$ cat src/rtl/sync_reset_delay_line.sv
`default_nettype none
// ============================================================================
// Module   : sync_reset_delay_line
// Purpose  : WIDTH-bit, DEPTH-stage clock-enabled delay line with per-stage
//            valid tracking, run-time selectable output tap, flush and a
//            saturating fill counter. Reset is synchronous and active high.
// Ports    : clk         - rising-edge clock
//            reset       - synchronous active-high reset
//            en          - shift enable (low freezes all state)
//            flush       - clears valid bits and fill counter, data holds
//            d_in        - input data, qualified by d_in_valid
//            d_in_valid  - valid bit entering stage 0
//            dly_sel     - selected delay 1..DEPTH (0 -> 1, >DEPTH -> DEPTH)
//            d_out       - data at selected tap
//            d_out_valid - valid bit at selected tap
//            fill_cnt    - enabled shifts since reset/flush, saturates at DEPTH
//            full        - fill_cnt == DEPTH
// Revision : 1.0 - initial release
// ============================================================================
module sync_reset_delay_line #(
    parameter int               WIDTH     = 8,
    parameter int               DEPTH     = 4,
    parameter logic [WIDTH-1:0] RESET_VAL = '0,
    parameter int               SEL_W     = $clog2(DEPTH + 1)
) (
    input  logic             clk,
    input  logic             reset,
    input  logic             en,
    input  logic             flush,
    input  logic [WIDTH-1:0] d_in,
    input  logic             d_in_valid,
    input  logic [SEL_W-1:0] dly_sel,
    output logic [WIDTH-1:0] d_out,
    output logic             d_out_valid,
    output logic [SEL_W-1:0] fill_cnt,
    output logic             full
);

    localparam logic [SEL_W-1:0] c_depth = SEL_W'(DEPTH);

    logic [WIDTH-1:0] r_data [DEPTH];
    logic [DEPTH-1:0] r_valid;
    logic [SEL_W-1:0] r_fill_cnt;
    logic [SEL_W-1:0] w_tap;

    // Stage 0 takes the input; every later stage takes its predecessor.
    generate
        for (genvar gi = 0; gi < DEPTH; gi++) begin : g_stage
            always_ff @(posedge clk) begin
                if (reset) begin
                    r_data[gi]  <= RESET_VAL;
                    r_valid[gi] <= 1'b0;
                end else if (flush) begin
                    r_valid[gi] <= 1'b0;
                end else if (en) begin
                    if (gi == 0) begin
                        r_data[gi]  <= d_in;
                        r_valid[gi] <= d_in_valid;
                    end else begin
                        r_data[gi]  <= r_data[(gi == 0) ? 0 : gi - 1];
                        r_valid[gi] <= r_valid[(gi == 0) ? 0 : gi - 1];
                    end
                end
            end
        end
    endgenerate

    always_ff @(posedge clk) begin
        if (reset || flush) begin
            r_fill_cnt <= '0;
        end else if (en && (r_fill_cnt != c_depth)) begin
            r_fill_cnt <= r_fill_cnt + SEL_W'(1);
        end
    end

    // Zero-based tap index, clamped into the implemented stage range.
    always_comb begin
        w_tap = '0;
        if (dly_sel == '0) begin
            w_tap = '0;
        end else if (dly_sel > c_depth) begin
            w_tap = c_depth - SEL_W'(1);
        end else begin
            w_tap = dly_sel - SEL_W'(1);
        end
    end

    // Compare-based mux keeps the index width independent of DEPTH.
    always_comb begin
        d_out       = r_data[0];
        d_out_valid = r_valid[0];
        for (int i = 0; i < DEPTH; i++) begin
            if (w_tap == SEL_W'(i)) begin
                d_out       = r_data[i];
                d_out_valid = r_valid[i];
            end
        end
    end

    assign fill_cnt = r_fill_cnt;
    assign full     = (r_fill_cnt == c_depth);

endmodule
`default_nettype wire

$ cat config.mk
export PLATFORM = sky130hd
export DESIGN_NAME = sync_reset_delay_line
export DESIGN_NICKNAME = d
export VERILOG_FILES = /design/src/rtl/sync_reset_delay_line.sv
export SDC_FILE = /design/constraint.sdc
export NUM_CORES = 1
export LEC_CHECK = 0
export BUFFER_PORTS_ARGS = -buffer_cell sky130_fd_sc_hd__buf_2
export CORE_ASPECT_RATIO = 1.75
export CORE_MARGIN = 4
export CORE_UTILIZATION = 56
export DETAILED_ROUTE_END_ITERATION = 8
export PLACE_DENSITY = 0.79
export SLEW_MARGIN = 30
export SYNTH_ARGS = -nofsm -noshare
export SYNTH_HDL_FRONTEND = slang
export SYNTH_SLANG_ARGS = --single-unit
$ cat constraint.sdc
create_clock -name clk -period 3.39 [get_ports clk]
set_input_delay 0.5085 -clock clk [delete_from_list [all_inputs] [get_ports clk]]
set_output_delay 0.5085 -clock clk [all_outputs]
set_load 0.01 [all_outputs]
==> results of run 1 <==
layout make-up:
type	instances	area, sq um
inverters	9	33.8
repair buffers	31	163
clock inverters	1	5.00
flip-flops and latches	39	1100
well taps	43	53.8
multi-input cells	99	714
clock buffers	7	76.3
fillers	257	1060
cells in the final DEF, fill, tap and decap left out, drive strengths merged, types with 2 or more instances in the layout:
master,netlist,routed
and2,33,33
buf,9,31
clkbuf,0,7
dfxtp,7,7
edfxtp,32,32
ha,6,6
inv,9,9
mux2i,14,14
nand3,9,9
nor2,7,7
o211ai,9,9
o21ai,9,9
or2,2,2
critical path, cell delays in order:
cell and delay (ps):
buf_2 100, inv_1 50, ha_1 220, ha_1 210, or2_1 350, a21o_1 320, o211ai_1 240, buf_2 170
registers in the layout (all words and copies together) (netlist names):
register,cells
r_data,32
r_valid,4
fill_cnt,3
worst max path at each step:
stage                    start            to  depth (start not counted)
finish              dly_sel[0]      d_out[2]                          8
global placement    dly_sel[0]      d_out[0]                          8
detailed placement  dly_sel[0]      d_out[2]                          8
global route        dly_sel[0]      d_out[6]                          8
CTS                 dly_sel[0]      d_out[2]                          8
floorplan                   en  r_data[0][0]                          3
power by group through the flow:
stage / logic, W / registers, W / clock network, W
2_1_floorplan: 0.0000762 / 0.000565 / 0
3_3_place_gp: 0.000108 / 0.000567 / 0
3_5_place_dp: 0.000111 / 0.000568 / 0
4_1_cts: 0.000112 / 0.000558 / 0.000305
5_1_grt: 0.000123 / 0.000561 / 0.000324
6_report: 0.000110 / 0.000558 / 0.000293
logic make-up (layout without fill, tap and decap cells):
| family | count (synthesis) | count (layout) | share of synthesized area |
|---|---|---|---|
| buffers and inverters | 18 | 48 | 0.0492 |
| AO/OA/AOI/OAI | 23 | 23 | 0.0808 |
| multiplexers | 14 | 14 | 0.0735 |
| AND/OR/NAND/NOR | 55 | 55 | 0.175 |
| adder cells (fa/ha/maj) | 6 | 6 | 0.0394 |
| flip-flops | 39 | 39 | 0.578 |
| XOR/XNOR | 1 | 1 | 0.00460 |
through the flow:
stage | instance area, sq um | utilization | cells | power [W] | setup WS (ps)
5_1_grt | 2150 | 0.669 | 229 | 0.00101 | 615
2_1_floorplan | 1910 | - | 156 | 0.000641 | 674
6_report | 2150 | 0.669 | 229 | 0.000960 | 727
4_1_cts | 2150 | 0.669 | 229 | 0.000975 | 726
3_3_place_gp | 2070 | 0.644 | 221 | 0.000675 | 761
3_5_place_dp | 2070 | 0.644 | 221 | 0.000680 | 722
per-layer routing:
metal,track usage,up-vias
met3,0.0510,6
met1,0.204,579
met4,0.0716,0
li1,-,603
met5,0,-
met2,0.299,32
==> results.toml, run 1 <==
[worst_setup_path]
r2r-end = "fill_cnt[2]"
path_class = "input pin to output port"
rrSetupSlack_ps = 2120
end_kind = "output port"
r2r-start = "fill_cnt[0]"
critPathRequiredTime_ps = 2880
rr_worst_depth = 5
crit_arrival_ps = 2150
worst-path-max-fanout = 10
startpoint_type = "input pin"

[drt]
finalWirelength_microns = 3320
met2RoutedLength_microns = 1740
drt_iter0_drc = 16
firstDrtPassIters = 4
highest_layer = "met4"
ant_nets = 0
met3_length_microns = 209
m1WireLength_microns = 1310
dr_total_vias = 1220
drc_errors = 0
via_per_inst = 5.33
wl_per_cell_microns = 14.5

[clock_network]
clk_pin_slew_ps = 70
holdBufCountCts = 0
cts_buffers = 5
htree_num_levels = 2
clk_latency_ps = 280
cts_root_buf = "clkbuf_8"
cts_tree = "yes"
clock_sinks = 39
post_cts_buffers = 0
ctsResizeCount = 0
clockBufferDepth = 2

[worst_hold_path]
hold_path.startpoint = "d_in_valid"
min_to = "r_valid[0]"
worstHoldPathCells = 3
worstHoldPathType = "input pin to flip-flop"

[die]
dieHeight_microns = 85.2
design.core.area_sq_um = 3210
start_util = 0.594
pin_count = 29
row_count = 27
die_w_microns = 52.1
die_area_sq_um = 4440

[sta]
tightest_slew_ps = 841
holdWs_ps = 477
rsz0062_at_grt = "no"
fin_skew_ps = 4.78
hold_viol_final = 0
fin_setup_tns_ps = 0
finalCriticalPeriod_ps = 2660
drv_slew = 0
setup_viol = 0
fmax_ghz = 0.375
finalCritPeriodShare = 0.786
slew_headroom = 0.439

[layout]
final_nets = 207
layout-drive-gt1-share = 0.226
diodes = 0
area_delta_synth_final_pct = 12.7

[logic_synthesis]
syn_area_sq_um = 1910
yosysWarnings = 0
synthTopCellsByCount = "33 x and2_1, 32 x edfxtp_1, 14 x mux2i_1"
synth_flop_cell = "edfxtp_1"
synth_area_leaders = "edfxtp_1 50%, and2_1 11%, dfxtp_1 7.4%, mux2i_1 7.4%, ha_1 3.9%"
yosys.area.top_type = "edfxtp_1"
async_reset_ff_frac = 0
synth_most_common_cell = "and2_1"
syn_avg_cell_area_sq_um = 12.2
yosysSeqAreaShare = 0.578
syn_nets = 178
synth_seq_cells = 39
netlist_instances = 156
synth_top_area_share = 0.504
synth-edff-count = 32
ys_types = 26

[place]
hpwlAfterDp_microns = 2380
globalplace.congestion = 0.778
portBuffers = 28

[power]
switching_share = 0.233
seqPwrFrac = 0.581
p_per_area_nw_per_um2 = 447
p_sw_w = 0.000223
leakagePower_nw = 0.940
internal_power_w = 0.000737
p_comb_frac = 0.114
clock_power_share = 0.305
ir_worst_vdd_uv = 335

[outcome]
status = "completed"

[flow_run]
maxCapViolCount = 0

[grt]
track_usage = 0.177
grt_pass1_vias = 1294
grt_max_degree = 33
overflow = 0
antenna_found_initial = 0
grt_pass1_wl_microns = 5880
Note: power is estimated with default switching activity, not from simulation.
==> run 2, diff against run 1 <==
==> constraint.sdc (replaced) <==
create_clock -name clk -period 2.6 [get_ports clk]
set_input_delay 0.39 -clock clk [delete_from_list [all_inputs] [get_ports clk]]
set_output_delay 0.39 -clock clk [all_outputs]
set_load 0.01 [all_outputs]
==> results.toml, run 2 (synthesis gave the netlist of run 1 again) <==
[die]
die_w_microns = 52.1
start_util = 0.594
die_area_sq_um = 4440
pin_count = 29
design.core.area_sq_um = 3210
dieHeight_microns = 85.2
row_count = 27

[worst_setup_path]
startpoint_type = "input pin"
rr_worst_depth = 5
critical-path-top-delay-family = "compound AO/OA/AOI/OAI gates"
worstPathCellList = "buf_2, inv_1, ha_1, ha_1, or2_1, a21o_1, o211ai_1, buf_2"
rrSetupSlack_ps = 1310
path_class = "input pin to output port"
critical-path-max-stage-delay_ps = 280
crit_arrival_ps = 1940
r2r-start = "fill_cnt[0]"
worst-path-max-fanout = 9
critPathSlowestCell = "a21o_1"
setup.worst_path.end = "d_out[4]"
end_kind = "output port"
r2r-end = "fill_cnt[2]"
cp-startpoint = "dly_sel[0]"
crit_cells = 8
timing.critical_path.buf_inv = 3
critPathRequiredTime_ps = 2210

[sta]
setup_ws_ps = 268
setup_viol = 0
finalCritPeriodShare = 0.897
slew_headroom = 0.732
rsz0062_at_grt = "no"
fin_skew_ps = 3.05
tightest_slew_ps = 403
hold_viol_final = 0
finalCriticalPeriod_ps = 2330
fmax_ghz = 0.429
drv_slew = 0
fin_setup_tns_ps = 0

[power]
power_w = 0.00138
ir_worst_vdd_uv = 563
p_per_area_nw_per_um2 = 627
leakagePower_nw = 0.966

[clock_network]
cts_root_buf = "clkbuf_8"
clockBufferDepth = 2
cts_buffers = 5
htree_num_levels = 2
clk_pin_slew_ps = 70
post_cts_buffers = 0
clk_latency_ps = 290
ctsResizeCount = 0
holdBufCountCts = 0
clock_sinks = 39
cts_tree = "yes"

[layout]
area_delta_synth_final_pct = 15.1
final_nets = 209
final_cell_mix = "33 x and2_1, 32 x edfxtp_1, 28 x buf_2"
largest_reg_flops = 32
fillers = 249
largest_register = "r_data"
diodes = 0
multi_input_area_sq_um = 714
layout-drive-gt1-share = 0.245
regArea_sq_um = 1100
final_common_cell = "and2_1"

[place]
globalplace.congestion = 0.767
hpwlAfterDp_microns = 2480
post-place-ws_ps = 257
portBuffers = 28

[outcome]
status = "completed"

[worst_hold_path]
worstHoldPathType = "input pin to flip-flop"

[grt]
antenna_found_initial = 0
grt_pass1_vias = 1328
grt_pass1_wl_microns = 5930
grt_max_degree = 33
track_usage = 0.183
overflow = 0

[drt]
firstDrtPassIters = 4
via_per_inst = 5.45
ant_nets = 0
wl_per_cell_microns = 15.3
drt_iter0_drc = 24
drc_errors = 0
dr_total_vias = 1260
finalWirelength_microns = 3540

[flow_run]
maxCapViolCount = 0
## run 2: report_power, final
group | internal [W] | switching (W) | leakage [nW]
logic | 0.0000629 | 0.0000845 | 0.513
clock network | 0.000286 | 0.000215 | 0.0581
registers | 0.000712 | 0.0000159 | 0.395
total | 0.00106 | 0.000316 | 0.966
## run 2: metrics by stage
step                 util  area (sq um)  hold WS [ps]  std cells
detailed placement  0.648          2080           505        223
floorplan               -          1910           460        156
finish              0.683          2190           352        231
global placement    0.648          2080           479        223
global route        0.683          2190           366        231
CTS                 0.683          2190           348        231
## run 2: worst min path at each step
stage / startpoint / end / slack (ps) / cells after the start
2_1_floorplan: r_valid[3] / r_valid[3] / 460 / 2
3_3_place_gp: r_valid[3] / r_valid[3] / 480 / 2
4_1_cts: d_in_valid / r_valid[0] / 350 / 3
5_1_grt: d_in[2] / r_data[0][2] / 370 / 2
6_report: d_in_valid / r_valid[0] / 350 / 3
3_5_place_dp: r_valid[3] / r_valid[3] / 510 / 2
## run 2: metal layers
layer,share of wire,vias to the layer above,track usage
li1,-,606,-
met1,0.40,610,0.201
met2,0.53,37,0.298
met3,0.045,7,0.0545
met4,0.025,0,0.115
met5,0,-,0
## run 2: worst register-to-register path, delay by kind of cell (launching register included)
kind            cells  cell delay [ps]
buf+inv             1               60
compound gates      3              520
flops               1              390
fa+ha+maj           1              220
## run 2: layout make-up
cell class / count / area share
inverter: 9 / 0.0154
timing repair buffer: 33 / 0.0810
multi-input combinational: 99 / 0.326
clock buffer: 5 / 0.0314
clock inverter: 3 / 0.0200
sequential: 39 / 0.502
tap: 43 / 0.0245
==> run 3, diff against run 2 <==
--- a/config.mk
+++ b/config.mk
@@ -5,12 +5,13 @@
 export SDC_FILE = /design/constraint.sdc
 export NUM_CORES = 1
 export LEC_CHECK = 0
+export ABC_AREA = 1
 export BUFFER_PORTS_ARGS = -buffer_cell sky130_fd_sc_hd__buf_2
 export CORE_ASPECT_RATIO = 1.75
 export CORE_MARGIN = 4
 export CORE_UTILIZATION = 56
 export DETAILED_ROUTE_END_ITERATION = 8
-export PLACE_DENSITY = 0.79
+export PLACE_DENSITY = 0.78
 export SLEW_MARGIN = 30
 export SYNTH_ARGS = -nofsm -noshare
 export SYNTH_HDL_FRONTEND = slang
==> results.toml, run 3 <==
[outcome]
status = "completed"

[sta]
fmax_ghz = 0.427
finalCritPeriodShare = 0.900
fin_skew_ps = 3.91
tightest_slew_ps = 472
rsz0062_at_grt = "no"
setup_viol = 0
setup_ws_ps = 260
slew_headroom = 0.684
finalCriticalPeriod_ps = 2340
fin_setup_tns_ps = 0
hold_viol_final = 0
holdWs_ps = 361
drv_slew = 0

[logic_synthesis]
synth_area_leaders = "edfxtp_1 48%, nand2_1 9.1%, inv_1 7.6%, dfxtp_1 7.0%, nor2_1 6.3%"
synth_flop_cell = "edfxtp_1"
synth-edff-count = 32
syn_avg_cell_area_sq_um = 8.91
yosys.area.top_type = "edfxtp_1"
synth_most_common_cell = "nand2_1"
synth_seq_cells = 39
async_reset_ff_frac = 0
synthTopCellsByCount = "49 x nand2_1, 41 x inv_1, 34 x nor2_1"
syn_nets = 248
netlist_instances = 226
yosysWarnings = 0
ys_types = 24
synth_top_area_share = 0.477
yosysSeqAreaShare = 0.547
syn_area_sq_um = 2010

[worst_setup_path]
crit_arrival_ps = 1950
path_class = "input pin to output port"
startpoint_type = "input pin"
rr_worst_depth = 6
critPathRequiredTime_ps = 2210
rrSetupSlack_ps = 1440
r2r-end = "fill_cnt[1]"
r2r-start = "fill_cnt[0]"
worst-path-max-fanout = 13
end_kind = "output port"

[layout]
fin_util = 0.668
final_cell_mix = "49 x nand2_1, 41 x inv_1, 34 x nor2_1"
largest_reg_flops = 32
final_nets = 279
area_delta_synth_final_pct = 13.9
diodes = 0
fillers = 316
final_common_cell = "nand2_1"
largest_register = "r_data"
layout-drive-gt1-share = 0.194

[clock_network]
ctsResizeCount = 0
htree_num_levels = 2
holdBufCountCts = 0
clk_latency_ps = 280
cts_tree = "yes"
clockBufferDepth = 2
clock_sinks = 39
post_cts_buffers = 0
clk_pin_slew_ps = 70
cts_buffers = 5
cts_root_buf = "clkbuf_8"

[grt]
grt_max_degree = 33
antenna_found_initial = 0
overflow = 0
grt_pass1_vias = 1420
grt_pass1_wl_microns = 5850
track_usage = 0.168

[die]
pin_count = 29
row_count = 28
dieHeight_microns = 87.3
design.core.area_sq_um = 3430
die_w_microns = 53.3
die_area_sq_um = 4660
start_util = 0.586

[power]
leakagePower_nw = 1.09
p_per_area_nw_per_um2 = 600
ir_worst_vdd_uv = 561

[worst_hold_path]
hold_path.startpoint = "d_in_valid"
min_to = "r_valid[0]"
worstHoldPathType = "input pin to flip-flop"
worstHoldPathCells = 3

[drt]
via_per_inst = 4.80
finalWirelength_microns = 3350
firstDrtPassIters = 4
wl_per_cell_microns = 11.0
drc_errors = 0
ant_nets = 0
dr_total_vias = 1453
drt_iter0_drc = 40

[place]
hpwlAfterDp_microns = 2280
portBuffers = 28
post-place-ws_ps = 269
globalplace.congestion = 0.814

[flow_run]
maxCapViolCount = 0
-- run 3: cell count changes after synthesis, sizes merged, moves of 2 or more --
cell    previous run  this run
mux2i             14         0
nand4              0         9
a21oi              1         7
inv                9        42
or2                2         0
o211ai             9         0
nand2              0        52
nor2               7        38
and2              33         0
nand3              9        12
-- run 3: final cells by class --
class	instances	area, sq um	area share
flip-flops and latches	39	1100	0.480
multi-input cells	137	703	0.307
repair buffers	32	170	0.0742
inverters	42	158	0.0687
clock buffers	7	97.6	0.0426
well taps	45	56.3	0.0245
clock inverters	1	7.51	0.00327
-- run 3: per-stage QoR --
stage / instances / total power, W / area [sq um]
5_1_grt: 303 / 0.00145 / 2290
6_report: 303 / 0.00138 / 2290
3_5_place_dp: 295 / 0.000940 / 2190
4_1_cts: 303 / 0.00139 / 2290
3_3_place_gp: 295 / 0.000935 / 2190
2_1_floorplan: 226 / 0.000880 / 2010
-- run 3: worst max path at each step --
stage | from | end | slack [ps] | cells after the start
final | dly_sel[0] | d_out[3] | 260 | 12
after global routing | dly_sel[0] | d_out[2] | 40 | 12
after CTS | dly_sel[0] | d_out[7] | 250 | 12
after detailed placement | dly_sel[0] | d_out[3] | 270 | 12
after global placement | dly_sel[0] | d_out[2] | 300 | 12
after floorplan | en | r_data[0][0] | 20 | 3
-- run 3: routing by layer --
metal / global-route usage / routed length [microns] / vias to the layer above / share of wire
li1: - / - / 778 / -
met5: 0 / 0 / - / 0
met4: 0.0558 / 53 / 0 / 0.016
met1: 0.190 / 1400 / 641 / 0.42
met2: 0.298 / 1740 / 29 / 0.52
met3: 0.0412 / 151 / 5 / 0.045
-- run 3: worst max-delay path: stages --
cell and delay [ps]:
buf_2 110, inv_1 50, ha_1 190, inv_1 50, ha_1 200, nor2_4 320, nor2_1 90, nand2_2 170
nand3_1 120, nand2_1 70, nand2_1 40, buf_2 130
-- run 3: cell families after synthesis --
family                     share of synthesized area
adders and majority gates                     0.0373
and+or+nand+nor                                0.260
DFF                                            0.547
buffers and inverters                          0.106
AOI/OAI and AO/OA                             0.0460
xor gates and xnor gates                     0.00435
-- run 3: where the power goes --
| group | switching (W) | internal (W) | leakage (nW) |
|---|---|---|---|
| clock | 0.000203 | 0.000247 | 0.0496 |
| combinational | 0.000126 | 0.0000727 | 0.641 |
| sequential | 0.0000145 | 0.000712 | 0.396 |
| total | 0.000344 | 0.00103 | 1.09 |
